==> config.mk <==
export PLATFORM = sky130hd
export DESIGN_NAME = decode_queue
export DESIGN_NICKNAME = d
export VERILOG_FILES = /design/src/rtl/decode_queue_pkg.sv /design/src/rtl/decode_queue_decode_table.sv /design/src/rtl/decode_queue.sv
export SDC_FILE = /design/constraint.sdc
export NUM_CORES = 1
export LEC_CHECK = 0
export BUFFER_PORTS_ARGS = -buffer_cell sky130_fd_sc_hd__buf_2
export CAP_MARGIN = 5
export CELL_PAD_IN_SITES_DETAIL_PLACEMENT = 1
export CELL_PAD_IN_SITES_GLOBAL_PLACEMENT = 2
export CORE_MARGIN = 2
export CORE_UTILIZATION = 47
export DETAILED_ROUTE_END_ITERATION = 10
export GPL_ROUTABILITY_DRIVEN = 0
export PLACE_DENSITY = 0.9
export SLEW_MARGIN = 20
export SYNTH_ARGS = -nofsm -noshare
export SYNTH_HDL_FRONTEND = slang
export SYNTH_HIERARCHICAL = 1
export SYNTH_SLANG_ARGS = --single-unit
export TNS_END_PERCENT = 10
==> constraint.sdc <==
create_clock -name clk -period 9.2 [get_ports clk]
set_clock_uncertainty 0.15 [all_clocks]
set_input_delay 0.92 -clock clk [delete_from_list [all_inputs] [get_ports clk]]
set_output_delay 0.92 -clock clk [all_outputs]
set_load 0.05 [all_outputs]
==> src/rtl/decode_queue_pkg.sv <==
// Shared decode types: ALU/immediate/memory/CSR selector enums, the ControlSignals
// bundle handed to execute, and the all-inactive default bundle.
package decode_queue_pkg;

  typedef enum logic [2:0] {A2_X, A2_ZERO, A2_SIZE, A2_RS2, A2_IMM} sel_alu2_e;
  typedef enum logic [1:0] {A1_X, A1_ZERO, A1_RS1, A1_PC} sel_alu1_e;
  typedef enum logic [2:0] {IMM_X, IMM_S, IMM_SB, IMM_U, IMM_UJ, IMM_I, IMM_Z} sel_imm_e;

  typedef enum logic [4:0] {
    FN_ADD, FN_SL, FN_SEQ, FN_SNE, FN_XOR, FN_SR, FN_OR, FN_AND,
    FN_SUB, FN_SRA, FN_SLT, FN_SGE, FN_SLTU, FN_SGEU,
    FN_MUL, FN_MULH, FN_MULHSU, FN_MULHU, FN_DIV, FN_DIVU, FN_REM, FN_REMU
  } alu_fn_e;

  typedef enum logic [1:0] {M_X, M_XRD, M_XWR} mem_cmd_e;
  typedef enum logic [2:0] {MT_X, MT_B, MT_H, MT_W, MT_BU, MT_HU} mem_type_e;
  typedef enum logic [2:0] {CSR_N, CSR_W, CSR_S, CSR_C, CSR_I} csr_e;

  typedef struct packed {
    logic      legal;
    logic      branch;
    logic      jal;
    logic      jalr;
    logic      rxs2;
    logic      rxs1;
    sel_alu2_e sel_alu2;
    sel_alu1_e sel_alu1;
    sel_imm_e  sel_imm;
    alu_fn_e   alu_fun;
    logic      mem;
    mem_cmd_e  mem_cmd;
    mem_type_e mem_type;
    logic      wxd;
    csr_e      csr;
    logic      fence_i;
    logic      fence;
    logic      div;
  } ControlSignals;

  // Every selector's first enumerator is its "don't care", so all-zero is inactive and illegal.
  localparam ControlSignals cs_default = '0;

endpackage

==> src/rtl/decode_queue_decode_table.sv <==
// Combinational RV32I (+ optional M, optional Zicsr) decode of one instruction word
// into a ControlSignals bundle; unmatched or disabled encodings return cs_default.
`ifndef DECODE_QUEUE_INSTRUCTIONS
`define DECODE_QUEUE_INSTRUCTIONS
`define RV_LUI     32'b???????_?????_?????_???_?????_0110111
`define RV_AUIPC   32'b???????_?????_?????_???_?????_0010111
`define RV_JAL     32'b???????_?????_?????_???_?????_1101111
`define RV_JALR    32'b???????_?????_?????_000_?????_1100111
`define RV_BEQ     32'b???????_?????_?????_000_?????_1100011
`define RV_BNE     32'b???????_?????_?????_001_?????_1100011
`define RV_BLT     32'b???????_?????_?????_100_?????_1100011
`define RV_BGE     32'b???????_?????_?????_101_?????_1100011
`define RV_BLTU    32'b???????_?????_?????_110_?????_1100011
`define RV_BGEU    32'b???????_?????_?????_111_?????_1100011
`define RV_LB      32'b???????_?????_?????_000_?????_0000011
`define RV_LH      32'b???????_?????_?????_001_?????_0000011
`define RV_LW      32'b???????_?????_?????_010_?????_0000011
`define RV_LBU     32'b???????_?????_?????_100_?????_0000011
`define RV_LHU     32'b???????_?????_?????_101_?????_0000011
`define RV_SB      32'b???????_?????_?????_000_?????_0100011
`define RV_SH      32'b???????_?????_?????_001_?????_0100011
`define RV_SW      32'b???????_?????_?????_010_?????_0100011
`define RV_ADDI    32'b???????_?????_?????_000_?????_0010011
`define RV_SLTI    32'b???????_?????_?????_010_?????_0010011
`define RV_SLTIU   32'b???????_?????_?????_011_?????_0010011
`define RV_XORI    32'b???????_?????_?????_100_?????_0010011
`define RV_ORI     32'b???????_?????_?????_110_?????_0010011
`define RV_ANDI    32'b???????_?????_?????_111_?????_0010011
`define RV_SLLI    32'b0000000_?????_?????_001_?????_0010011
`define RV_SRLI    32'b0000000_?????_?????_101_?????_0010011
`define RV_SRAI    32'b0100000_?????_?????_101_?????_0010011
`define RV_ADD     32'b0000000_?????_?????_000_?????_0110011
`define RV_SUB     32'b0100000_?????_?????_000_?????_0110011
`define RV_SLL     32'b0000000_?????_?????_001_?????_0110011
`define RV_SLT     32'b0000000_?????_?????_010_?????_0110011
`define RV_SLTU    32'b0000000_?????_?????_011_?????_0110011
`define RV_XOR     32'b0000000_?????_?????_100_?????_0110011
`define RV_SRL     32'b0000000_?????_?????_101_?????_0110011
`define RV_SRA     32'b0100000_?????_?????_101_?????_0110011
`define RV_OR      32'b0000000_?????_?????_110_?????_0110011
`define RV_AND     32'b0000000_?????_?????_111_?????_0110011
`define RV_FENCE   32'b???????_?????_?????_000_?????_0001111
`define RV_FENCE_I 32'b???????_?????_?????_001_?????_0001111
`define RV_ECALL   32'b0000000_00000_00000_000_00000_1110011
`define RV_EBREAK  32'b0000000_00001_00000_000_00000_1110011
`define RV_CSRRW   32'b???????_?????_?????_001_?????_1110011
`define RV_CSRRS   32'b???????_?????_?????_010_?????_1110011
`define RV_CSRRC   32'b???????_?????_?????_011_?????_1110011
`define RV_CSRRWI  32'b???????_?????_?????_101_?????_1110011
`define RV_CSRRSI  32'b???????_?????_?????_110_?????_1110011
`define RV_CSRRCI  32'b???????_?????_?????_111_?????_1110011
`define RV_MUL     32'b0000001_?????_?????_000_?????_0110011
`define RV_MULH    32'b0000001_?????_?????_001_?????_0110011
`define RV_MULHSU  32'b0000001_?????_?????_010_?????_0110011
`define RV_MULHU   32'b0000001_?????_?????_011_?????_0110011
`define RV_DIV     32'b0000001_?????_?????_100_?????_0110011
`define RV_DIVU    32'b0000001_?????_?????_101_?????_0110011
`define RV_REM     32'b0000001_?????_?????_110_?????_0110011
`define RV_REMU    32'b0000001_?????_?????_111_?????_0110011
`endif

module rv_decode_table
  import decode_queue_pkg::*;
#(
  parameter bit USE_M   = 1'b0,
  parameter bit USE_CSR = 1'b1
) (
  input  logic [31:0]   instruction,
  output ControlSignals cs
);

  function automatic ControlSignals rr_op(input alu_fn_e fn, input logic is_md);
    ControlSignals c;
    c = cs_default;
    c.legal = 1'b1; c.rxs2 = 1'b1; c.rxs1 = 1'b1;
    c.sel_alu2 = A2_RS2; c.sel_alu1 = A1_RS1; c.alu_fun = fn;
    c.wxd = 1'b1; c.div = is_md;
    return c;
  endfunction

  function automatic ControlSignals ri_op(input alu_fn_e fn);
    ControlSignals c;
    c = cs_default;
    c.legal = 1'b1; c.rxs1 = 1'b1;
    c.sel_alu2 = A2_IMM; c.sel_alu1 = A1_RS1; c.sel_imm = IMM_I; c.alu_fun = fn;
    c.wxd = 1'b1;
    return c;
  endfunction

  function automatic ControlSignals br_op(input alu_fn_e fn);
    ControlSignals c;
    c = cs_default;
    c.legal = 1'b1; c.branch = 1'b1; c.rxs2 = 1'b1; c.rxs1 = 1'b1;
    c.sel_alu2 = A2_RS2; c.sel_alu1 = A1_RS1; c.sel_imm = IMM_SB; c.alu_fun = fn;
    return c;
  endfunction

  function automatic ControlSignals mem_op(input logic is_store, input mem_type_e mt);
    ControlSignals c;
    c = cs_default;
    c.legal = 1'b1; c.rxs1 = 1'b1; c.rxs2 = is_store;
    c.sel_alu2 = A2_IMM; c.sel_alu1 = A1_RS1; c.alu_fun = FN_ADD;
    c.mem = 1'b1; c.mem_type = mt;
    if (is_store) begin
      c.sel_imm = IMM_S; c.mem_cmd = M_XWR;
    end else begin
      c.sel_imm = IMM_I; c.mem_cmd = M_XRD; c.wxd = 1'b1;
    end
    return c;
  endfunction

  // Immediate CSR forms take the zero-extended rs1 field as the operand, not rs1 itself.
  function automatic ControlSignals csr_op(input csr_e op, input logic use_imm);
    ControlSignals c;
    c = cs_default;
    c.legal = 1'b1; c.alu_fun = FN_ADD; c.wxd = 1'b1; c.csr = op;
    if (use_imm) begin
      c.sel_alu2 = A2_IMM; c.sel_alu1 = A1_ZERO; c.sel_imm = IMM_Z;
    end else begin
      c.rxs1 = 1'b1; c.sel_alu2 = A2_ZERO; c.sel_alu1 = A1_RS1; c.sel_imm = IMM_I;
    end
    return c;
  endfunction

  always_comb begin
    cs = cs_default;
    case (instruction) inside
      `RV_LUI:     begin cs = ri_op(FN_ADD); cs.rxs1 = 1'b0; cs.sel_alu1 = A1_ZERO; cs.sel_imm = IMM_U; end
      `RV_AUIPC:   begin cs = ri_op(FN_ADD); cs.rxs1 = 1'b0; cs.sel_alu1 = A1_PC;   cs.sel_imm = IMM_U; end
      `RV_JAL:     begin
        cs = ri_op(FN_ADD); cs.jal = 1'b1; cs.rxs1 = 1'b0;
        cs.sel_alu2 = A2_SIZE; cs.sel_alu1 = A1_PC; cs.sel_imm = IMM_UJ;
      end
      `RV_JALR:    begin cs = ri_op(FN_ADD); cs.jalr = 1'b1; end
      `RV_BEQ:     cs = br_op(FN_SEQ);
      `RV_BNE:     cs = br_op(FN_SNE);
      `RV_BLT:     cs = br_op(FN_SLT);
      `RV_BGE:     cs = br_op(FN_SGE);
      `RV_BLTU:    cs = br_op(FN_SLTU);
      `RV_BGEU:    cs = br_op(FN_SGEU);
      `RV_LB:      cs = mem_op(1'b0, MT_B);
      `RV_LH:      cs = mem_op(1'b0, MT_H);
      `RV_LW:      cs = mem_op(1'b0, MT_W);
      `RV_LBU:     cs = mem_op(1'b0, MT_BU);
      `RV_LHU:     cs = mem_op(1'b0, MT_HU);
      `RV_SB:      cs = mem_op(1'b1, MT_B);
      `RV_SH:      cs = mem_op(1'b1, MT_H);
      `RV_SW:      cs = mem_op(1'b1, MT_W);
      `RV_ADDI:    cs = ri_op(FN_ADD);
      `RV_SLTI:    cs = ri_op(FN_SLT);
      `RV_SLTIU:   cs = ri_op(FN_SLTU);
      `RV_XORI:    cs = ri_op(FN_XOR);
      `RV_ORI:     cs = ri_op(FN_OR);
      `RV_ANDI:    cs = ri_op(FN_AND);
      `RV_SLLI:    cs = ri_op(FN_SL);
      `RV_SRLI:    cs = ri_op(FN_SR);
      `RV_SRAI:    cs = ri_op(FN_SRA);
      `RV_ADD:     cs = rr_op(FN_ADD,  1'b0);
      `RV_SUB:     cs = rr_op(FN_SUB,  1'b0);
      `RV_SLL:     cs = rr_op(FN_SL,   1'b0);
      `RV_SLT:     cs = rr_op(FN_SLT,  1'b0);
      `RV_SLTU:    cs = rr_op(FN_SLTU, 1'b0);
      `RV_XOR:     cs = rr_op(FN_XOR,  1'b0);
      `RV_SRL:     cs = rr_op(FN_SR,   1'b0);
      `RV_SRA:     cs = rr_op(FN_SRA,  1'b0);
      `RV_OR:      cs = rr_op(FN_OR,   1'b0);
      `RV_AND:     cs = rr_op(FN_AND,  1'b0);
      `RV_FENCE:   begin cs.legal = 1'b1; cs.fence   = 1'b1; end
      `RV_FENCE_I: begin cs.legal = 1'b1; cs.fence_i = 1'b1; end
      `RV_ECALL:   begin cs.legal = 1'b1; cs.csr = CSR_I; end
      `RV_EBREAK:  begin cs.legal = 1'b1; cs.csr = CSR_I; end
      `RV_CSRRW:   if (USE_CSR) cs = csr_op(CSR_W, 1'b0);
      `RV_CSRRS:   if (USE_CSR) cs = csr_op(CSR_S, 1'b0);
      `RV_CSRRC:   if (USE_CSR) cs = csr_op(CSR_C, 1'b0);
      `RV_CSRRWI:  if (USE_CSR) cs = csr_op(CSR_W, 1'b1);
      `RV_CSRRSI:  if (USE_CSR) cs = csr_op(CSR_S, 1'b1);
      `RV_CSRRCI:  if (USE_CSR) cs = csr_op(CSR_C, 1'b1);
      `RV_MUL:     if (USE_M) cs = rr_op(FN_MUL,    1'b1);
      `RV_MULH:    if (USE_M) cs = rr_op(FN_MULH,   1'b1);
      `RV_MULHSU:  if (USE_M) cs = rr_op(FN_MULHSU, 1'b1);
      `RV_MULHU:   if (USE_M) cs = rr_op(FN_MULHU,  1'b1);
      `RV_DIV:     if (USE_M) cs = rr_op(FN_DIV,    1'b1);
      `RV_DIVU:    if (USE_M) cs = rr_op(FN_DIVU,   1'b1);
      `RV_REM:     if (USE_M) cs = rr_op(FN_REM,    1'b1);
      `RV_REMU:    if (USE_M) cs = rr_op(FN_REMU,   1'b1);
      default:     cs = cs_default;
    endcase
  end

endmodule

==> src/rtl/decode_queue.sv <==
// Fetch-to-execute decode stage: DEPTH-entry instruction queue feeding a registered
// output stage that carries the decoded ControlSignals of the queue head.
module decode_queue
  import decode_queue_pkg::*;
#(
  parameter int unsigned DEPTH   = 4,
  parameter int unsigned XLEN    = 32,
  parameter bit          USE_M   = 1'b0,
  parameter bit          USE_CSR = 1'b1
) (
  input  logic                     clk,
  input  logic                     rst_n,
  input  logic                     if_valid,
  output logic                     if_ready,
  input  logic [31:0]              if_instruction,
  input  logic [XLEN-1:0]          if_pc,
  input  logic                     flush,
  output logic                     id_valid,
  input  logic                     id_ready,
  output logic [31:0]              id_instruction,
  output logic [XLEN-1:0]          id_pc,
  output ControlSignals            id_cs,
  output logic                     id_illegal,
  output logic [$clog2(DEPTH):0]   occupancy
);

  localparam int PTR_W = $clog2(DEPTH);
  localparam int OCC_W = PTR_W + 1;

  logic [31:0]     ins_mem [DEPTH];
  logic [XLEN-1:0] pc_mem  [DEPTH];

  logic [PTR_W-1:0] rd_ptr_q, rd_ptr_d, wr_ptr_q, wr_ptr_d;
  logic [OCC_W-1:0] occ_q, occ_d;
  logic             id_valid_q, id_valid_d, id_ill_q, id_ill_d;
  logic [31:0]      id_ins_q, id_ins_d;
  logic [XLEN-1:0]  id_pc_q, id_pc_d;
  ControlSignals    id_cs_q, id_cs_d, head_cs;
  logic             enq, deq, load;

  rv_decode_table #(
    .USE_M   (USE_M),
    .USE_CSR (USE_CSR)
  ) u_decode (
    .instruction (ins_mem[rd_ptr_q]),
    .cs          (head_cs)
  );

  // Readiness comes only from registered occupancy, so execute back-pressure never reaches fetch combinationally.
  assign if_ready = (occ_q != OCC_W'(DEPTH));
  assign load     = !id_valid_q || id_ready;
  assign enq      = if_valid && if_ready && !flush;
  assign deq      = load && (occ_q != '0) && !flush;

  always_comb begin
    rd_ptr_d   = rd_ptr_q;
    wr_ptr_d   = wr_ptr_q;
    occ_d      = occ_q;
    id_valid_d = id_valid_q;
    id_ins_d   = id_ins_q;
    id_pc_d    = id_pc_q;
    id_cs_d    = id_cs_q;
    id_ill_d   = id_ill_q;
    if (flush) begin
      rd_ptr_d   = '0;
      wr_ptr_d   = '0;
      occ_d      = '0;
      id_valid_d = 1'b0;
    end else begin
      if (enq) wr_ptr_d = wr_ptr_q + PTR_W'(1);
      if (deq) rd_ptr_d = rd_ptr_q + PTR_W'(1);
      occ_d = occ_q + OCC_W'(enq) - OCC_W'(deq);
      if (load) begin
        id_valid_d = deq;
        if (deq) begin
          id_ins_d = ins_mem[rd_ptr_q];
          id_pc_d  = pc_mem[rd_ptr_q];
          id_cs_d  = head_cs;
          id_ill_d = !head_cs.legal;
        end
      end
    end
  end

  always_ff @(posedge clk) begin
    if (enq) begin
      ins_mem[wr_ptr_q] <= if_instruction;
      pc_mem[wr_ptr_q]  <= if_pc;
    end
  end

  always_ff @(posedge clk or negedge rst_n) begin
    if (!rst_n) begin
      rd_ptr_q   <= '0;
      wr_ptr_q   <= '0;
      occ_q      <= '0;
      id_valid_q <= 1'b0;
      id_ins_q   <= '0;
      id_pc_q    <= '0;
      id_cs_q    <= cs_default;
      id_ill_q   <= 1'b0;
    end else begin
      rd_ptr_q   <= rd_ptr_d;
      wr_ptr_q   <= wr_ptr_d;
      occ_q      <= occ_d;
      id_valid_q <= id_valid_d;
      id_ins_q   <= id_ins_d;
      id_pc_q    <= id_pc_d;
      id_cs_q    <= id_cs_d;
      id_ill_q   <= id_ill_d;
    end
  end

  assign id_valid       = id_valid_q;
  assign id_instruction = id_ins_q;
  assign id_pc          = id_pc_q;
  assign id_cs          = id_cs_q;
  assign id_illegal     = id_ill_q;
  assign occupancy      = occ_q;

endmodule
# --- After elaboration in Yosys (flattened, before gate mapping) ---
# Memories as Yosys holds them, arrays and structs flattened. A register that Yosys moved wholly into a read port is not among the register bits.
# Cells that the tools add are included.
op_classes:
  n_addsub: 4
  n_mul: 0
  n_div: 0
  n_lt_le_gt_ge: 0
  eq_ne: 48
  shifts: 0
  mux: 227
  bitwise_logic: 1
  n_reduce_logical: 14
op_table:
  columns: ["cell", "n"]
  rows:
  - ["$mux 25", 46]
  - ["$mux 3", 47]
  - ["$mux 1", 128]
  - ["$eq 10x10->1 const B", 12]
  - ["$eq 17x10->1 const B", 5]
  - ["$eq 10x9->1 const B", 6]
  - ["$eq 17x16->1 const B", 3]
  - ["$eq 10x8->1 const B", 5]
  - ["$eq 17x8->1 const B", 2]
  - ["$eq 17x9->1 const B", 2]
  - ["$eq 32x21->1 const B", 1]
  - ["$eq 32x7->1 const B", 1]
  - ["$eq 10x7->1 const B", 2]
  - ["$mux 20", 1]
  - ["$eq 17x6->1 const B", 1]
  - ["$eq 10x2->1 const B", 1]
  - ["$eq 10x4->1 const B", 1]
  - ["$eq 10x5->1 const B", 1]
  - ["$eq 10x6->1 const B", 1]
  - ["$mux 2", 5]
  - ["$eq 7x5->1 const B", 1]
  - ["$eq 7x6->1 const B", 1]
  - ["$eq 7x7->1 const B", 1]
  - ["$reduce_bool 2->1", 3]
  - ["10 further kinds", 17]
word_totals:
  reg_bits: 72
  latchBits: 0
  ram_bits: 256
  romBits: 0
  inputBits: 69
  output_inout_bits: 102
  wordCells: 319
  memories: 2
mem_list:
  columns: ["name", "words", "width", "read_ports", "rd_clocked_by_memory_dff", "write_ports", "line", "rtl"]
  rows:
  - ["ins_mem", 4, 32, 1, 0, 1, "decode_queue.sv:30", "logic [31:0] ins_mem [DEPTH];"]
  - ["pc_mem", 4, 32, 1, 1, 1, "decode_queue.sv:31", "logic [XLEN-1:0] pc_mem [DEPTH];"]

# --- Logic depth before layout (Yosys ltp) ---
# An unclocked memory read counts as a cell.
logic_depth:
  depth_word: 50
  ltp_mapped: 11
  depth_no_buf: 10

# --- Cells and area by module ---
# The synthesis kept the hierarchy.
by_module_without_submodules:
  columns: ["mod", "n_inst", "cells_each", "area_each_um2", "seq_area_each_um2"]
  rows:
  - ["decode_queue", 1, 592, 13497.9, 10314.9]
  - ["rv_decode_table", 1, 169, 1077.3, 0.0]

# --- Worst setup path before layout ---
# Ideal clock, no wire load.
synth_path:
  path_type: "input to register"
  from: "input port flush"
  to: "memory ins_mem[0][0], enable pin"
  setup_ns: 0.429
  t_arrival_ns: 3.022
  required_ns: 8.621
  slack_ns: 5.599
  path_stages: 3
  n_path_buf: 1
  cell_sequence: "clkbuf_1 > nor3_1 > and2_1"
synth_via:
  elab_chain_len: 4
synth_rtl:
  columns: ["item", "line", "rtl"]
  rows:
  - ["start: declaration", "decode_queue.sv:17", "input logic flush,"]
  - ["$logic_not 1->1", "decode_queue.sv:52", "assign enq = if_valid && if_ready && !flush;"]
  - ["$logic_and 1x1->1", "decode_queue.sv:52", null]
  - ["$mux 1", "decode_queue.sv:86", "if (enq) begin"]
  - ["$mux 1 (not written as such)", "decode_queue.sv:87", "ins_mem[wr_ptr_q] <= if_instruction;"]
  - ["end: declaration", "decode_queue.sv:30", null]
# No other way between the ends.

==> impl_metrics.json <==
{
  "status": "completed",
  "post_cts_buffers": 0,
  "routed_via_density": 5.60,
  "cpLargestDelayFamily": "simple AND/OR/NAND/NOR gates",
  "dr.pass1.iters": 5,
  "fp.dieW_microns": 180,
  "slowest_delay_ns": 0.83,
  "placed_cell_area_sq_um": 15600,
  "slew_viol_final": 0,
  "layout-drive-gt1-share_pct": 40.8,
  "leakage_nw": 6.33,
  "synth-seq-cells": 361,
  "synth_edf_count": 256,
  "cellPowerDensity_nw_per_um2": 331,
  "fmax_ghz": 0.248,
  "start_kind": "register",
  "p_sw_share_pct": 37.0,
  "htree_levels": 2,
  "die_h_microns": 180,
  "fin_hold_ws_ns": 0.303,
  "ant_nets": 0,
  "grt_pass1_vias": 8200,
  "dieArea_sq_um": 32400,
  "layout_min_cycle_time_ns": 4.03,
  "grt_antenna_before_repair": 8,
  "cts_buffers": 38,
  "ff_latch_area_sq_um": 10300,
  "dp_hpwl_microns": 20200,
  "final-setup-viol-count": 0,
  "clk_pin_slew_worst_paths_ns": 0.06,
  "postCtsResizedCells": 0,
  "cts_hold_buf": 0,
  "drt-initial-drc-count": 471,
  "crit_buf_inv": 1,
  "io_pins": 171,
  "coreArea_sq_um": 30600,
  "multi_input_area_sq_um": 3870,
  "max-vdd-ir-drop_mv": 0.212,
  "fin_crit_sh_pct": 43.8,
  "rsz0062_at_grt": "no",
  "wl_microns": 32700,
  "synthesis.area_per_instance_sq_um": 19.2,
  "hold_viol_final": 0,
  "grt_pass1_wl_microns": 50200,
  "worst_ep_arrival_time_ns": 4.34,
  "synth.distinct_cells": 65,
  "clkPwrFrac_pct": 26.3,
  "area_growth_pct": 15.6,
  "clkLatencyLatePin_ns": 0.53,
  "vias": 7648,
  "p_seq_share_pct": 38.9,
  "worstSetupEndpointType": "register",
  "power_frac_comb_pct": 34.8,
  "start_util_pct": 47.6,
  "grt_overflow_total": 0,
  "dp_cells": 1289,
  "final_net_count": 1009,
  "tightest_slew_ns": 1.05,
  "grt_usage_pct": 20.2,
  "criticalPathCategory": "reg2reg",
  "fill_cells": 2817,
  "synth_ff_type": "edfxtp_1",
  "synth_seq_area_share_pct": 70.8,
  "cts_buffer_depth": 3,
  "internal-power_mw": 3.51,
  "drv_cap": 0,
  "grt_start_max_net_pins": 71,
  "num_rows": 64,
  "hp-class": "in2async",
  "wl_per_cell_microns": 23.9,
  "clock-root-buffer": "clkbuf_16",
  "async_flop_share_pct": 29.1,
  "slew_headroom_pct": 30.2,
  "critPathSlowestCell": "dfrtp_4",
  "cp_cell_sequence": "buf_4 -> mux4_2 -> nor4_4 -> nand4_1 -> a2111oi_2 -> nand4bb_4 -> or3_1 -> mux2_2",
  "critPathRequiredTime_ns": 9.51,
  "fin_area_sq_um": 16900,
  "clock-sinks": 361,
  "setup_tns_ns": 0,
  "fin_cells": 1365,
  "yosysWarningCount": 6,
  "power_switching_mw": 2.07,
  "cts_tree": "done",
  "synth_cells": 761,
  "synth_area_sq_um": 14600,
  "crit_fanout": 38,
  "drc": 0,
  "port_buffers": 170
}
[metrics by stage]
stage / utilization, % / power [mW] / worst slack [ns]
after global placement: 51.1 / 4.10 / 5.16
after global routing: 55.1 / 5.82 / 4.87
after detailed placement: 51.1 / 4.15 / 5.12
after floorplan: - / 3.72 / 5.60
final: 55.1 / 5.58 / 5.17
after CTS: 55.1 / 5.64 / 5.09
[cells in the final DEF, fill, tap and decap left out, drive strengths merged, types with 4 or more instances in the layout]
cell and instances:
a21oi 13, and2 7, buf 175, clkbuf 56
clkinv 8, dfrtp 105, diode 6, edfxtp 256
ha 6, inv 20, mux2 96, mux4 64
nand2 23, nand3 9, nand3b 5, nand4 7
nor2 18, nor2b 5, nor3 15, nor3b 4
nor4 6, o21ai 7, or3 5
[cell usage after synthesis, drive strengths merged (2+ instances only)]
cell type | number | area [sq um]
edfxtp | 256 | 7690
dfrtp | 105 | 2630
mux2 | 96 | 1170
mux4 | 64 | 1470
buf | 38 | 314
nand2 | 23 | 86.3
nor2 | 18 | 67.6
inv | 17 | 63.8
nor3 | 15 | 103
a21oi | 13 | 65.1
nand3 | 9 | 50.1
and2 | 7 | 43.8
nand4 | 7 | 58.8
o21ai | 7 | 35.0
clkbuf | 6 | 22.5
ha | 6 | 75.1
nor4 | 6 | 52.6
nand3b | 5 | 37.5
nor2b | 5 | 31.3
or3 | 5 | 41.3
nor3b | 4 | 30.0
a211oi | 3 | 22.5
mux2i | 3 | 30.0
nand2b | 3 | 26.3
o211ai | 3 | 22.5
o21a | 3 | 22.5
o31ai | 3 | 22.5
or2 | 3 | 18.8
xor2 | 3 | 26.3
and3b | 2 | 17.5
nand4bb | 2 | 38.8
nor4b | 2 | 17.5
o2111ai | 2 | 17.5
o22ai | 2 | 12.5
[path summary, 6_finish.rpt]
check	startpoint	endpoint	slack, ns	cells past startpoint
max in group asynchronous	rst_n	rd_ptr_q[0]$_DFFE_PN0P_	7.17	2
min	rst_n	id_cs[3]$_DFFE_PN0P_	0.30	1
max	rd_ptr_q[0]$_DFFE_PN0P_	id_cs[22]$_DFFE_PN0P_	5.17	8
min in group clk	id_cs[19]$_DFFE_PN0P_	id_cs[19]$_DFFE_PN0P_	0.33	1
min reg2reg	id_cs[19]$_DFFE_PN0P_	id_cs[19]$_DFFE_PN0P_	0.33	1
max reg2reg	rd_ptr_q[0]$_DFFE_PN0P_	id_cs[22]$_DFFE_PN0P_	5.17	8
[cell families (layout without fill, tap and decap cells)]
kind of cell / after synthesis / in the layout / share of synthesized area [%]
multiplexers: 163 / 163 / 18.3
AO/OA/AOI/OAI: 44 / 44 / 2.04
AND/OR/NAND/NOR: 120 / 120 / 5.21
XOR/XNOR: 4 / 4 / 0.240
flip-flops: 361 / 361 / 70.8
buffers and inverters: 61 / 262 / 2.75
other: 1 / 8 / 0.0257
adder cells (fa/ha/maj): 7 / 7 / 0.652
[state kept, by name (all words and copies together), names as in the netlist, 2 cells and up]
register	count
occupancy	3
ins_mem	128
id_instruction	32
pc_mem	128
id_pc	32
rd_ptr_q	2
id_cs	32
wr_ptr_q	2
[layer usage]
metal	share of wire (%)	routed length, microns	vias up	GRT usage, %
met2	50	16200	229	33.0
met5	0.10	34	-	0
met1	42	13700	3993	27.4
li1	-	-	3366	-
met4	2.1	675	6	5.87
met3	6.2	2010	54	4.79
[area by class of cell]
type,count,area share [%]
flip-flops and latches,361,61.2
multi-input cells,340,23.0
clock buffers,56,6.41
repair buffers,175,5.29
well taps,396,2.94
clock inverters,14,0.676
inverters,17,0.379
diodes,6,0.0891
[power by group through the flow]
stage          Sequential (mW)  Clock, mW  Combinational [mW]
5_1_grt                   2.20       1.56                2.05
2_1_floorplan             2.75          0               0.968
6_report                  2.17       1.47                1.94
3_3_place_gp              2.19          0                1.91
4_1_cts                   2.18       1.50                1.96
3_5_place_dp              2.20          0                1.95
No activity file was read; power rests on OpenSTA's default activity.
